File: src/rtl/bcnt_pkg.sv
// Shared constants and helpers for the cascadable up/down counter built from 4-bit stages.
package bcnt_pkg;
    localparam int NIB_W = 4;

    localparam logic DIR_UP = 1'b1;
    localparam logic DIR_DN = 1'b0;

    // Terminal nibble: the value a stage must show before it passes a carry/borrow upward.
    function automatic logic [NIB_W-1:0] term_nib(input logic dir);
        return (dir == DIR_UP) ? 4'hF : 4'h0;
    endfunction
endpackage

File: src/rtl/bcnt4_stage.sv
// One 4-bit up/down counter stage: clear beats load beats count; tc4 flags the terminal nibble.
module bcnt4_stage
    import bcnt_pkg::*;
(
    input  logic             clk,
    input  logic             rst_n,
    input  logic             clr_n,
    input  logic             ld,
    input  logic             cin,
    input  logic             dir,
    input  logic [NIB_W-1:0] d4,
    output logic [NIB_W-1:0] q4,
    output logic             tc4
);
    always_ff @(posedge clk or negedge rst_n) begin
        if (!rst_n) begin
            q4 <= '0;
        end else if (!clr_n) begin
            q4 <= '0;
        end else if (ld) begin
            q4 <= d4;
        end else if (cin) begin
            q4 <= (dir == DIR_UP) ? q4 + 4'd1 : q4 - 4'd1;
        end
    end

    assign tc4 = (q4 == term_nib(dir));
endmodule

File: src/rtl/bcnt163_updn.sv
// Cascadable up/down binary counter: NIB 4-bit stages, sync clear/load, dual enables,
// optional modulo-N auto-reload, combinational rco and a registered terminal-step pulse.
module bcnt163_updn
    import bcnt_pkg::*;
#(
    parameter int NIB = 2,
    localparam int W = NIB_W * NIB
) (
    input  logic         clk,
    input  logic         rst_n,
    input  logic         clr_n,
    input  logic         ld_n,
    input  logic [W-1:0] d,
    input  logic         en_p,
    input  logic         en_t,
    input  logic         dir,
    input  logic         reload,
    output logic [W-1:0] q,
    output logic         rco,
    output logic         wrap
);
    logic           step;
    logic           at_tv;
    logic           reload_hit;
    logic           ld_all;
    logic [NIB-1:0] cin;
    logic [NIB-1:0] tc4;

    assign step       = en_p & en_t;
    assign at_tv      = &tc4;
    assign reload_hit = step & at_tv & reload;
    assign ld_all     = ~ld_n | reload_hit;

    // Stage i advances only when every lower stage sits at its terminal nibble.
    always_comb begin
        cin[0] = step;
        for (int i = 1; i < NIB; i++) begin
            cin[i] = cin[i-1] & tc4[i-1];
        end
    end

    for (genvar g = 0; g < NIB; g++) begin : g_stage
        bcnt4_stage u_stage (
            .clk   (clk),
            .rst_n (rst_n),
            .clr_n (clr_n),
            .ld    (ld_all),
            .cin   (cin[g]),
            .dir   (dir),
            .d4    (d[g*NIB_W +: NIB_W]),
            .q4    (q[g*NIB_W +: NIB_W]),
            .tc4   (tc4[g])
        );
    end

    assign rco = en_t & at_tv;

    // A terminal step (wrap or reload) only counts when clear and load are not overriding it.
    always_ff @(posedge clk or negedge rst_n) begin
        if (!rst_n) begin
            wrap <= 1'b0;
        end else begin
            wrap <= clr_n & ld_n & step & at_tv;
        end
    end
endmodule

File: config.mk
export PLATFORM = sky130hd
export DESIGN_NAME = bcnt163_updn
export DESIGN_NICKNAME = d
export VERILOG_FILES = /design/src/rtl/bcnt_pkg.sv /design/src/rtl/bcnt4_stage.sv /design/src/rtl/bcnt163_updn.sv
export SDC_FILE = /design/constraint.sdc
export NUM_CORES = 1
export LEC_CHECK = 0
export ABC_CLOCK_PERIOD_IN_PS = 5300
export BUFFER_PORTS_ARGS = -buffer_cell sky130_fd_sc_hd__buf_4
export CORE_UTILIZATION = 25
export DETAILED_ROUTE_END_ITERATION = 16
export PLACE_DENSITY = 0.44
export REMOVE_ABC_BUFFERS = 1
export SKIP_LAST_GASP = 1
export SYNTH_ARGS = -nofsm -noshare
export SYNTH_HDL_FRONTEND = slang
export SYNTH_SLANG_ARGS = --single-unit
File: constraint.sdc
create_clock -name clk -period 5.3 [get_ports clk]
set_input_delay 0.265 -clock clk [delete_from_list [all_inputs] [get_ports clk]]
set_output_delay 0.265 -clock clk [all_outputs]
set_load 0.03 [all_outputs]
Word-level counts from Yosys, hierarchy flattened
Cells that the tools add are included.
{"block": "classes", "addsub": 4, "n_eq_ne": 4, "n_mux": 9, "bitwise_logic": 10, "reduce_logical": 1}
{"op": "2-to-1 mux 4 bit", "n": 9}
{"op": "adder 4 x 1 -> 4 bit (second input constant)", "n": 2}
{"op": "bitwise AND 1 bit", "n": 8}
{"op": "equality test 4 bit", "n": 2}
{"op": "subtractor 4 x 1 -> 4 bit (second input constant)", "n": 2}
{"op": "inequality test 3 x 1 -> 1 bit (second input constant)", "n": 2}
{"op": "AND reduction 2 bit", "n": 1}
{"op": "NOT 1 bit", "n": 1}
{"op": "bitwise OR 1 bit", "n": 1}
{"block": "totals", "reg_bits": 9, "inputBits": 16, "out_inout_bits": 10, "elab_cells": 31}

Logic depth before layout (Yosys ltp)
Gate-level depths: netlist of run 1.
{"block": "depth", "word_depth": 8, "depth_mapped": 9, "mapped_depth_nobuf": 7}

Hierarchy
A second synthesis of run 1 with hierarchy kept.
{"block": "unflattened", "cells_unflattened": 77, "area_unflattened_um2": 725.7}
{"mod": "bcnt4_stage", "instances": 2, "cells_per_inst": 34, "area_each_um2": 327.8, "seq_area_each_um2": 100.1}
{"mod": "bcnt163_updn", "instances": 1, "cells_per_inst": 9, "area_each_um2": 70.1, "seq_area_each_um2": 25.0}

Worst setup path before layout of run 1
OpenSTA, ideal clock, no wires.
{"block": "synth_timing", "kind": "flip-flop to output port", "startpoint": "register g_stage[0].u_stage.q4[2]", "endpoint": "output port rco", "arrival_time_ns": 1.975, "t_required_ns": 5.035, "path_slack_ns": 3.060, "stages_incl_launch_ff": 4, "n_path_buf": 0, "path_cell_list": "dfrtp_1 > ha_1 > o211ai_1 > nor4_1"}
{"block": "synth_between", "elab_chain_cells": 3}
{"item": "start: declaration", "line_no": "bcnt4_stage.sv:12", "rtl": "output logic [NIB_W-1:0] q4,"}
{"item": "start signal: assignment", "line_no": "bcnt4_stage.sv:23", "rtl": "q4 <= (dir == DIR_UP) ? q4 + 4'd1 : q4 - 4'd1;"}
{"item": "equality test 4 bit", "line_no": "bcnt4_stage.sv:27", "rtl": "assign tc4 = (q4 == term_nib(dir));"}
{"item": "AND reduction 2 bit", "line_no": "bcnt163_updn.sv:30", "rtl": "assign at_tv = &tc4;"}
{"item": "bitwise AND 1 bit", "line_no": "bcnt163_updn.sv:56", "rtl": "assign rco = en_t & at_tv;"}
{"item": "end: declaration", "line_no": "bcnt163_updn.sv:19", "rtl": "output logic rco,"}
Every way passes these cells.

Worst setup path after layout of run 1
{"block": "layout_timing", "startpoint": "register g_stage[0].u_stage.q4[2]", "endpoint": "register g_stage[0].u_stage.q4[2]"}
{"block": "layout_between", "elab_chain_cells": 7, "word_cells_on_any_way": 12, "cone_classes": "add/sub: 2; eq/ne: 2; mux: 4; bitwise: 3; reduce/logical: 1"}
{"item": "equality test 4 bit", "line_no": "bcnt4_stage.sv:27"}
{"item": "AND reduction 2 bit", "line_no": "bcnt163_updn.sv:30"}
{"item": "bitwise AND 1 bit (2 in a row)", "line_no": "bcnt163_updn.sv:31", "rtl": "assign reload_hit = step & at_tv & reload;"}
{"item": "bitwise OR 1 bit", "line_no": "bcnt163_updn.sv:32", "rtl": "assign ld_all = ~ld_n | reload_hit;"}
{"item": "2-to-1 mux 4 bit", "line_no": "bcnt4_stage.sv:20", "rtl": "end else if (ld) begin"}
{"item": "2-to-1 mux 4 bit", "line_no": "bcnt4_stage.sv:18", "rtl": "end else if (!clr_n) begin"}
Several ways; a longest one is shown, not always the timed one. The select of a mux whose other input is x is not followed.
A chain may end at the register's enable or synchronous reset.

==> results.ini, run 1 <==
[sta]
fin_crit_ns=1.99
max_freq_mhz=502
post-route-period-util=0.376
final.setup.tns_ns=0
finalHoldViolCount=0
rsz0062_at_grt=false
setup_viol=0
skew_ns=0.00369
finalWorstSetupSlack_ns=3.31
slew_violations=0
relSlewSlack=0.684
tightestPinTransition_ns=0.473

[setup_path]
worst-path-buf-inv=0
crit_slowest_cell=dfrtp_1
worstSetupStartpointType=flip-flop
slowest_delay_ns=0.41
crit_path_cell_trace=ha_1 > and4_1 > o21ai_2 > o31ai_2 > mux2_2 > a22o_1
critical_path_class=flip-flop to flip-flop
r2r_start=g_stage[0].u_stage.q4[2]
crit_start=g_stage[0].u_stage.q4[2]
cp.required_ns=5.46
reg2reg_to=g_stage[0].u_stage.q4[2]
arrival_ns=2.15
endpoint=g_stage[0].u_stage.q4[2]
critPathCaptureType=flip-flop
reg2reg_slack_ns=3.31
path_delay_family=compound AO/OA/AOI/OAI gates
path_max_fanout=4
r2r_cells=6
crit_cells=6

[power]
powerDensity_nw_per_um2=266
vdd_drop_max_uv=130
leakage_nw=0.468
switching_power_uw=101
swShare=0.392
clkPwrFrac=0.222
p_comb_frac=0.427
power.total_uw=258
p_int_uw=157
seqPwrFrac=0.351

[logic_synthesis]
synth-seq-area-share=0.311
synthAdderAreaFrac=0.124
synth-simple-area-share=0.221
yosysWarningCount=0
netlist_area_um2=724
synth_cells=75
synth_top_family_by_area=simple AND/OR/NAND/NOR gates
yosysUniqueCellTypes=33
synth_top_cell_by_area=dfrtp_1
synth_compound_area_frac=0.162
synthMuxAreaShare=0.0570
synth-seq-cells=9
syn_avg_cell_area_um2=9.66
synth_xor_area_frac=0.0725
synth_top_area_frac=0.311
synth.area.top_cells=dfrtp_1 31%, ha_1 6.9%, xnor2_1 6.0%, fa_1 5.5%, nand2_1 4.7%

[place]
gp_congestion=0.919
dpl.cell_count=130
place_ws_ns=3.16
post-dp-hpwl_mm=1.52
portBuffers=25

[grt]
grt_overflow=0
antenna_found_initial=0
grt_max_degree=12
grt.total_usage=0.138
grt_pass1_wl_mm=3.31
grt_pass1_vias=652

[drt]
viasPerCell=4.87
ant_nets=0
routed_wl_mm=1.92
drcViolationCount=0
dr.pass1.iters=4
drt_first_iter_violations=13
vias=657
wl_per_cell_um=14.2

[die]
coreArea_um2=2760
die_w_um=55.8
start_util=0.263
ios=26
die_height_um=55.8
die_area_um2=3120
rows=19

[min_path]
holdPathStages=3
hold_path_class=primary input to flip-flop

[final_layout]
n_antenna_cell=0
syn2layout_area_growth_pct=34.2
nFillCells=285
final_common_cell=buf_4
drive_gt1_frac=0.346
most-common-layout-cells=26 x buf_4, 9 x nand2_1, 9 x dfrtp_1
final_nets=127
fin_cells=135

[clocking]
cts.path.max_buffers=2
cts_tree=built
clock-root-buffer=clkbuf_4
cts_hold_buf=1
numCtsBuffers=3
cts_resized=0
clk_pin_slew_ns=0.07
cts_setup_buffers=0
cts.sinks=9
cts-htree-levels=1
worstSkewPairLatency_ns=0.26

[outcome]
status=complete, no violations

[run]
maxCapViolCount=0

## worst min-delay path: stages
cell and delay [ns]:
buf_4 0.08, nand3_1 0.06, nand3_1 0.06
## power groups by stage
stage	registers, mW	clock network, mW	logic [mW]
3_5_place_dp	0.0919	0	0.110
2_1_floorplan	0.106	0	0.0542
4_1_cts	0.0906	0.0596	0.111
3_3_place_gp	0.0916	0	0.111
6_report	0.0906	0.0573	0.110
5_1_grt	0.0921	0.0628	0.122
## sequential cells by signal (all words and copies together), names as in the netlist
name                count
g_stage.u_stage.q4      8
wrap                    1
## cell families (layout without fill, tap and decap cells)
kind of cell               count (synthesis)  in the layout
and+or+nand+nor                           27             27
muxes                                      4              4
xor gates and xnor gates                   6              6
adders and majority gates                  6              6
buffers and inverters                      6             35
DFF                                        9              9
AOI/OAI and AO/OA                         17             17
## area by class of cell
type / count / area [µm²] / area share
Clock buffer: 4 / 26.3 / 0.0270
Timing Repair Buffer: 27 / 205 / 0.211
Sequential cell: 9 / 225 / 0.232
Inverter: 4 / 15.0 / 0.0154
Multi-Input combinational cell: 60 / 462 / 0.475
Tap cell: 31 / 38.8 / 0.0399
## cell usage after synthesis
library cell  n
a21o_1        2
a21oi_1       3
a22o_1        1
a31oi_1       1
a32oi_1       2
and3_1        1
and3_2        1
and4_1        1
buf_6         2
dfrtp_1       9
fa_1          2
ha_1          4
inv_1         4
mux2_2        1
mux2i_1       3
nand2_1       9
nand2b_1      1
nand3_1       3
nand4_1       1
nor2_2        1
nor2b_1       3
nor3_2        2
nor4_1        2
o211ai_1      1
o21ai_0       1
o21ai_1       3
o21ai_2       1
o22ai_1       1
o31ai_2       1
or3b_1        1
or4b_1        1
xnor2_1       5
xor2_1        1
## worst min path at each step
stage               slack, ns   from                  endpoint
floorplan               -0.03  rst_n  g_stage[0].u_stage.q4[0]
global placement         0.11  rst_n  g_stage[0].u_stage.q4[3]
detailed placement       0.11  rst_n  g_stage[0].u_stage.q4[3]
CTS                      0.23   d[1]  g_stage[0].u_stage.q4[1]
global route             0.27   en_p                      wrap
finish                   0.23   d[1]  g_stage[0].u_stage.q4[1]
## through the flow
step / utilization / area [µm²] / hold slack [ns]
2_1_floorplan: - / 702 / -0.0306
3_3_place_gp: 0.339 / 936 / 0.108
3_5_place_dp: 0.339 / 936 / 0.106
4_1_cts: 0.353 / 972 / 0.231
5_1_grt: 0.353 / 972 / 0.274
6_report: 0.353 / 972 / 0.228
## per-layer routing
| layer | share of wire | global-route usage | wire length (µm) | up-vias |
|---|---|---|---|---|
| met1 | 0.51 | 0.190 | 979 | 307 |
| met4 | 0.023 | 0.0732 | 44 | 0 |
| li1 | - | - | - | 333 |
| met2 | 0.45 | 0.210 | 857 | 13 |
| met3 | 0.019 | 0.0186 | 37 | 4 |
| met5 | 0 | 0 | 0 | - |
No activity file was read; power rests on OpenSTA's default activity.
==> run 2: changes to the inputs <==
--- a/config.mk
+++ b/config.mk
@@ -5,11 +5,11 @@
 export SDC_FILE = /design/constraint.sdc
 export NUM_CORES = 1
 export LEC_CHECK = 0
-export ABC_CLOCK_PERIOD_IN_PS = 5300
+export ABC_CLOCK_PERIOD_IN_PS = 1700
 export BUFFER_PORTS_ARGS = -buffer_cell sky130_fd_sc_hd__buf_4
 export CORE_UTILIZATION = 25
 export DETAILED_ROUTE_END_ITERATION = 16
-export PLACE_DENSITY = 0.44
+export PLACE_DENSITY = 0.46
 export REMOVE_ABC_BUFFERS = 1
 export SKIP_LAST_GASP = 1
 export SYNTH_ARGS = -nofsm -noshare
==> constraint.sdc (replaced) <==
create_clock -name clk -period 1.7 [get_ports clk]
set_input_delay 0.085 -clock clk [delete_from_list [all_inputs] [get_ports clk]]
set_output_delay 0.085 -clock clk [all_outputs]
set_load 0.03 [all_outputs]
==> run 2 against run 1 <==
The run now ends with setup timing left. Critical path depth unchanged. Sequential power grew to 2.9 times the previous value. Clock power rose to 3.1 times the previous value. Non-clock buffer count increased by 20. Critical path type unchanged. Critical endpoint unchanged. Largest cell class unchanged. Largest power group unchanged.
==> results.ini, run 2 (same netlist as run 1, synthesis figures left out) <==
[setup_path]
slowest_delay_ns=0.39  ; -0.02 ns
critical_path_class=flip-flop to flip-flop
r2r_cells=6  ; unchanged
r2r_start=g_stage[0].u_stage.q4[2]
arrival_ns=2.01  ; -0.14 ns
worstSetupStartpointType=flip-flop
path_max_fanout=3  ; -1
crit_slowest_cell=dfrtp_1
reg2reg_to=g_stage[0].u_stage.q4[2]
crit_path_cell_trace=ha_1 > and4_1 > o21ai_2 > o31ai_4 > mux2_4 > a22o_1
critPathCaptureType=flip-flop
reg2reg_slack_ns=-0.15  ; -3.46 ns
cp.required_ns=1.86  ; -3.60 ns

[outcome]
violations=setup timing
status=complete, but fails checks

[die]
rows=19  ; unchanged
start_util=0.263  ; unchanged
ios=26  ; unchanged
die_w_um=55.8  ; unchanged
die_height_um=55.8  ; unchanged
coreArea_um2=2760  ; unchanged
die_area_um2=3120  ; unchanged

[sta]
finalHoldViolCount=0  ; unchanged
rsz0062_at_grt=true
finalWorstSetupSlack_ns=-0.150  ; -3.46 ns
relSlewSlack=0.711  ; +0.0265
skew_ns=0.00225  ; -0.00144 ns
setup_viol=9  ; +9
fin_crit_ns=1.85  ; -0.142 ns
final.setup.tns_ns=-0.635  ; -0.635 ns
post-route-period-util=1.09  ; +0.712
slew_violations=0  ; unchanged
tightestPinTransition_ns=0.434  ; -0.0388 ns
max_freq_mhz=541  ; +7.7%

[drt]
ant_nets=0  ; unchanged
vias=718  ; +9.3%
drt_first_iter_violations=17  ; +4
wl_per_cell_um=13.3  ; -6.6%
viasPerCell=4.63  ; -4.8%
drcViolationCount=0  ; unchanged
dr.pass1.iters=4  ; unchanged
routed_wl_mm=2.06  ; +7.2%

[run]
maxCapViolCount=0  ; unchanged

[power]
powerDensity_nw_per_um2=785  ; +200%
power.total_uw=902  ; +250%
vdd_drop_max_uv=327  ; +150%
leakage_nw=0.573  ; +22%

[final_layout]
final_util=0.417  ; +0.0640
n_antenna_cell=0  ; unchanged
syn2layout_area_growth_pct=58.5
top_register=g_stage.u_stage.q4
most-common-layout-cells=44 x buf_4, 9 x nand2_1, 9 x dfrtp_1
largest_reg_flops=8  ; unchanged
final_nets=147  ; +16%
drive_gt1_frac=0.460  ; +0.114
reg.largest.list=g_stage.u_stage.q4 (8), wrap (1)
final_common_cell=buf_4

[grt]
grt.total_usage=0.147  ; +0.00888
grt_pass1_vias=690  ; +5.8%
grt_max_degree=10  ; -2
grt_overflow=0  ; unchanged
grt_pass1_wl_mm=3.44  ; +4.0%
antenna_found_initial=0  ; unchanged

[clocking]
cts.path.max_buffers=2  ; unchanged
clock-root-buffer=clkbuf_4
worstSkewPairLatency_ns=0.26  ; about the same
cts_tree=built
numCtsBuffers=3  ; unchanged
cts-htree-levels=1  ; unchanged
clk_pin_slew_ns=0.07  ; about the same
cts.sinks=9  ; unchanged

[min_path]
hold_path_end=g_stage[0].u_stage.q4[1]
hold_path_class=primary input to flip-flop
holdPathStages=3  ; unchanged
min_from=d[1]

[place]
portBuffers=25  ; unchanged
gp_congestion=0.730  ; -21%
post-dp-hpwl_mm=1.62  ; +6.5%

## run 2: per-stage QoR
stage / setup WS, ns / hold slack (ns) / std cells / instance area [µm²]
after global routing: -0.190 / 0.0833 / 155 / 1150
after global placement: -0.141 / -0.0692 / 147 / 1060
after CTS: -0.118 / 0.0590 / 155 / 1140
final: -0.150 / 0.0676 / 155 / 1150
after floorplan: -0.722 / -0.211 / 73 / 702
after detailed placement: -0.180 / -0.0758 / 147 / 1060
## run 2: how the worst max path moves through the flow
stage / end / start
2_1_floorplan: g_stage[0].u_stage.q4[2] / g_stage[0].u_stage.q4[2]
3_3_place_gp: g_stage[0].u_stage.q4[2] / g_stage[0].u_stage.q4[1]
3_5_place_dp: g_stage[0].u_stage.q4[2] / g_stage[0].u_stage.q4[1]
4_1_cts: g_stage[0].u_stage.q4[2] / g_stage[0].u_stage.q4[2]
5_1_grt: g_stage[0].u_stage.q4[2] / g_stage[0].u_stage.q4[2]
6_report: g_stage[0].u_stage.q4[2] / g_stage[0].u_stage.q4[2]
## run 2: report_power, final
part           switching, mW  internal, mW
clock network         0.0872        0.0907
registers             0.0259         0.241
logic                  0.224         0.232
total                  0.337         0.565
## run 2: cell type report
class	count	area, µm²
clock buffer	4	26.3
fill	284	1610
inverter	4	15.0
multi-input combinational	60	487
sequential	9	225
tap	31	38.8
timing repair buffer	47	357
## run 2: repair_timing
item	CTS	global route
endpoints found under the hold margin	9	0
hold buffers	1	0
buffers inserted	2	0
setup endpoints to repair	9	9
resized for setup	4	1
gates cloned	1	0
pin swaps	4	0
## run 2: metal layers
metal	vias up	global-route usage	wire, µm
met1	327	0.209	1040
met3	2	0.0419	90
li1	373	-	-
met4	0	0.0523	23
met2	16	0.212	901
met5	-	0	0
## run 2: worst max-delay path: cells and delay by family (launching register included)
| kind | cells | cell delay [ns] |
|---|---|---|
| adders and majority gates | 1 | 0.29 |
| muxes | 1 | 0.33 |
| and+or+nand+nor | 1 | 0.20 |
| DFF | 1 | 0.39 |
| AOI/OAI and AO/OA | 3 | 0.54 |
==> run 3: changes to the inputs <==
--- a/config.mk
+++ b/config.mk
@@ -7,9 +7,11 @@
 export LEC_CHECK = 0
 export ABC_CLOCK_PERIOD_IN_PS = 1700
 export BUFFER_PORTS_ARGS = -buffer_cell sky130_fd_sc_hd__buf_4
+export CELL_PAD_IN_SITES_DETAIL_PLACEMENT = 0
+export CELL_PAD_IN_SITES_GLOBAL_PLACEMENT = 1
 export CORE_UTILIZATION = 25
 export DETAILED_ROUTE_END_ITERATION = 16
-export PLACE_DENSITY = 0.46
+export PLACE_DENSITY = 0.58
 export REMOVE_ABC_BUFFERS = 1
 export SKIP_LAST_GASP = 1
 export SYNTH_ARGS = -nofsm -noshare
==> run 3 against run 2 <==
The flow still finishes with violations (setup timing). Combinational power increased by 6.8%. Power increased by 2.7%. Register-to-register slack got worse by 0.03 ns. Sequential power hardly changed. Highest routed layer unchanged. Die area stayed put. Largest power group unchanged. Clock power fell by 6%. Flip-flop and latch count did not move. Routed wire length grew 2.1%. Cell count is 1.9% higher. First-iteration DRC count fell by 24%.
==> results.ini, run 3 (same netlist as run 1, synthesis figures left out) <==
[outcome]
status=complete, but fails checks
violations=setup timing

[sta]
max_freq_mhz=533  ; -1.4%
final.setup.tns_ns=-1.15  ; -0.518 ns
slew_violations=0  ; unchanged
setup_viol=9  ; unchanged
finalHoldViolCount=0  ; unchanged
rsz0062_at_grt=true
post-route-period-util=1.10  ; +0.0150
tightestPinTransition_ns=0.459  ; +0.0252 ns
fin_hold_ws_ns=0.0458  ; -0.0218 ns
skew_ns=0.00721  ; +0.00496 ns
relSlewSlack=0.694  ; -0.0168
fin_crit_ns=1.88  ; +0.0255 ns
finalWorstSetupSlack_ns=-0.175  ; -0.0255 ns

[power]
clkPwrFrac=0.182  ; -0.015
switching_power_uw=338  ; +0.21%
p_int_uw=588  ; +4.1%
vdd_drop_max_uv=449  ; +37%
seqPwrFrac=0.292  ; -0.004
leakage_nw=0.598  ; +4.5%
swShare=0.365  ; -0.00897
powerDensity_nw_per_um2=771  ; -1.8%
p_comb_frac=0.526  ; +0.020

[die]
rows=19  ; unchanged
die_w_um=55.8  ; unchanged
coreArea_um2=2760  ; unchanged
die_height_um=55.8  ; unchanged
ios=26  ; unchanged
die_area_um2=3120  ; unchanged
start_util=0.263  ; unchanged

[grt]
grt_use_met1=0.201  ; -0.00843
antenna_found_initial=0  ; unchanged
grt.busiest_layer=met2
grt_use_met3=0.0488  ; +0.00698
grt_pass1_vias=740  ; +7.2%
grt.total_usage=0.145  ; -0.00189
use_met2=0.225  ; +0.0138
grt_overflow=0  ; unchanged
grt_pass1_wl_mm=3.45  ; +0.41%
grt_max_degree=10  ; unchanged

[drt]
viasPerCell=4.74  ; +2.3%
ant_nets=0  ; unchanged
routed_wl_mm=2.10  ; +2.1%
dr.pass1.iters=2  ; -2
drt_first_iter_violations=13  ; -4
drcViolationCount=0  ; unchanged
wl_per_cell_um=13.3  ; +0.15%
vias=749  ; +4.3%

[clocking]
worstSkewPairLatency_ns=0.26  ; about the same
cts.path.max_buffers=2  ; unchanged
clk_pin_slew_ns=0.07  ; about the same
cts.sinks=9  ; unchanged
clock-root-buffer=clkbuf_4
numCtsBuffers=3  ; unchanged
cts-htree-levels=1  ; unchanged
cts_tree=built

[setup_path]
reg2reg_to=g_stage[1].u_stage.q4[0]
worstSetupStartpointType=flip-flop
crit_slowest_cell=or4b_1
slowest_delay_ns=0.46  ; +0.07 ns
path_max_fanout=5  ; +2
path_delay_family=simple AND/OR/NAND/NOR gates
crit_path_cell_trace=ha_4 > and4_1 > o21ai_2 > o31ai_4 > buf_4 > buf_6 > or4b_1 > nand2_1
worst-path-buf-inv=2  ; +2
cp.required_ns=1.90  ; +0.04 ns
r2r_start=g_stage[0].u_stage.q4[2]
arrival_ns=2.07  ; +0.06 ns
reg2reg_slack_ns=-0.18  ; -0.03 ns
critPathCaptureType=flip-flop
critical_path_class=flip-flop to flip-flop
r2r_cells=8  ; +2

[place]
gp_congestion=0.775  ; +6.2%
dpl-instance-area_um2=1060  ; -0.71%
portBuffers=25  ; unchanged
dpl.cell_count=146  ; -0.68%
post-dp-hpwl_mm=1.66  ; +2.5%

[final_layout]
final_common_cell=buf_4
final_nets=150  ; +2.0%
reg.largest.list=g_stage.u_stage.q4 (8), wrap (1)
seqCellArea_um2=225  ; unchanged
top_register=g_stage.u_stage.q4
syn2layout_area_growth_pct=65.8
n_antenna_cell=0  ; unchanged
drive_gt1_frac=0.488  ; +0.0285
nFillCells=291  ; +2.5%
largest_reg_flops=8  ; unchanged
multiInputGateArea_um2=507  ; +4.1%
final_area_um2=1200  ; +4.6%
fin_cells=158  ; +1.9%
most-common-layout-cells=46 x buf_4, 9 x nand2_1, 9 x dfrtp_1

[min_path]
hold_path_class=primary input to flip-flop
hold_path_end=g_stage[0].u_stage.q4[1]
min_from=d[1]
holdPathStages=3  ; unchanged

[run]
maxCapViolCount=0  ; unchanged

## run 3: cell count changes in the layout (fill, tap and decap cells not counted), sizes merged
cell / before / now
buf: 46 / 49
## run 3: worst max path at each step
stage | startpoint | end | slack, ns | cells after the start
2_1_floorplan | g_stage[0].u_stage.q4[2] | g_stage[0].u_stage.q4[2] | -0.72 | 6
3_3_place_gp | g_stage[0].u_stage.q4[1] | g_stage[0].u_stage.q4[2] | -0.14 | 6
3_5_place_dp | g_stage[0].u_stage.q4[1] | g_stage[0].u_stage.q4[2] | -0.19 | 6
4_1_cts | g_stage[0].u_stage.q4[1] | g_stage[0].u_stage.q4[2] | -0.16 | 6
5_1_grt | g_stage[0].u_stage.q4[2] | g_stage[0].u_stage.q4[2] | -0.24 | 6
6_report | g_stage[0].u_stage.q4[2] | g_stage[1].u_stage.q4[0] | -0.18 | 8
## run 3: power by group through the flow
stage / logic (mW) / clock network [mW] / registers [mW]
after floorplan: 0.169 / 0 / 0.331
after detailed placement: 0.435 / 0 / 0.271
after CTS: 0.450 / 0.177 / 0.267
final: 0.488 / 0.168 / 0.270
after global placement: 0.431 / 0 / 0.270
after global routing: 0.530 / 0.185 / 0.275
## run 3: per-layer routing
| layer | wire (µm) | up-vias |
|---|---|---|
| li1 | - | 376 |
| met1 | 1050 | 359 |
| met2 | 947 | 12 |
| met3 | 84 | 2 |
| met4 | 17 | 0 |
| met5 | 0 | - |
## run 3: layout make-up
class | instances | share of cell area
tap | 31 | 0.0323
multi-input combinational | 60 | 0.422
sequential | 9 | 0.188
clock buffer | 4 | 0.0219
timing repair buffer | 50 | 0.324
inverter | 4 | 0.0125
## run 3: timing repair
item | 4_1_cts | 5_1_grt
gates resized for setup | 2 | 10
buffers inserted | 4 | 4
pin swaps | 3 | 6
endpoints found under the setup margin | 9 | 9
hold buffers | 1 | 0
gates cloned | 1 | 0
hold endpoints to repair | 9 | 0
## run 3: stage by stage
step	power [mW]	setup WS (ns)	util
after floorplan	0.500	-0.722	-
after global placement	0.701	-0.140	0.383
after detailed placement	0.705	-0.193	0.383
after CTS	0.893	-0.163	0.407
after global routing	0.990	-0.239	0.436
final	0.926	-0.175	0.436
## run 3: worst register-to-register path, stage by stage, from the launching register on
cell and delay (ns):
dfrtp_1 0.41, ha_4 0.22, and4_1 0.20, o21ai_2 0.09, o31ai_4 0.11, buf_4 0.15
buf_6 0.12, or4b_1 0.46, nand2_1 0.07
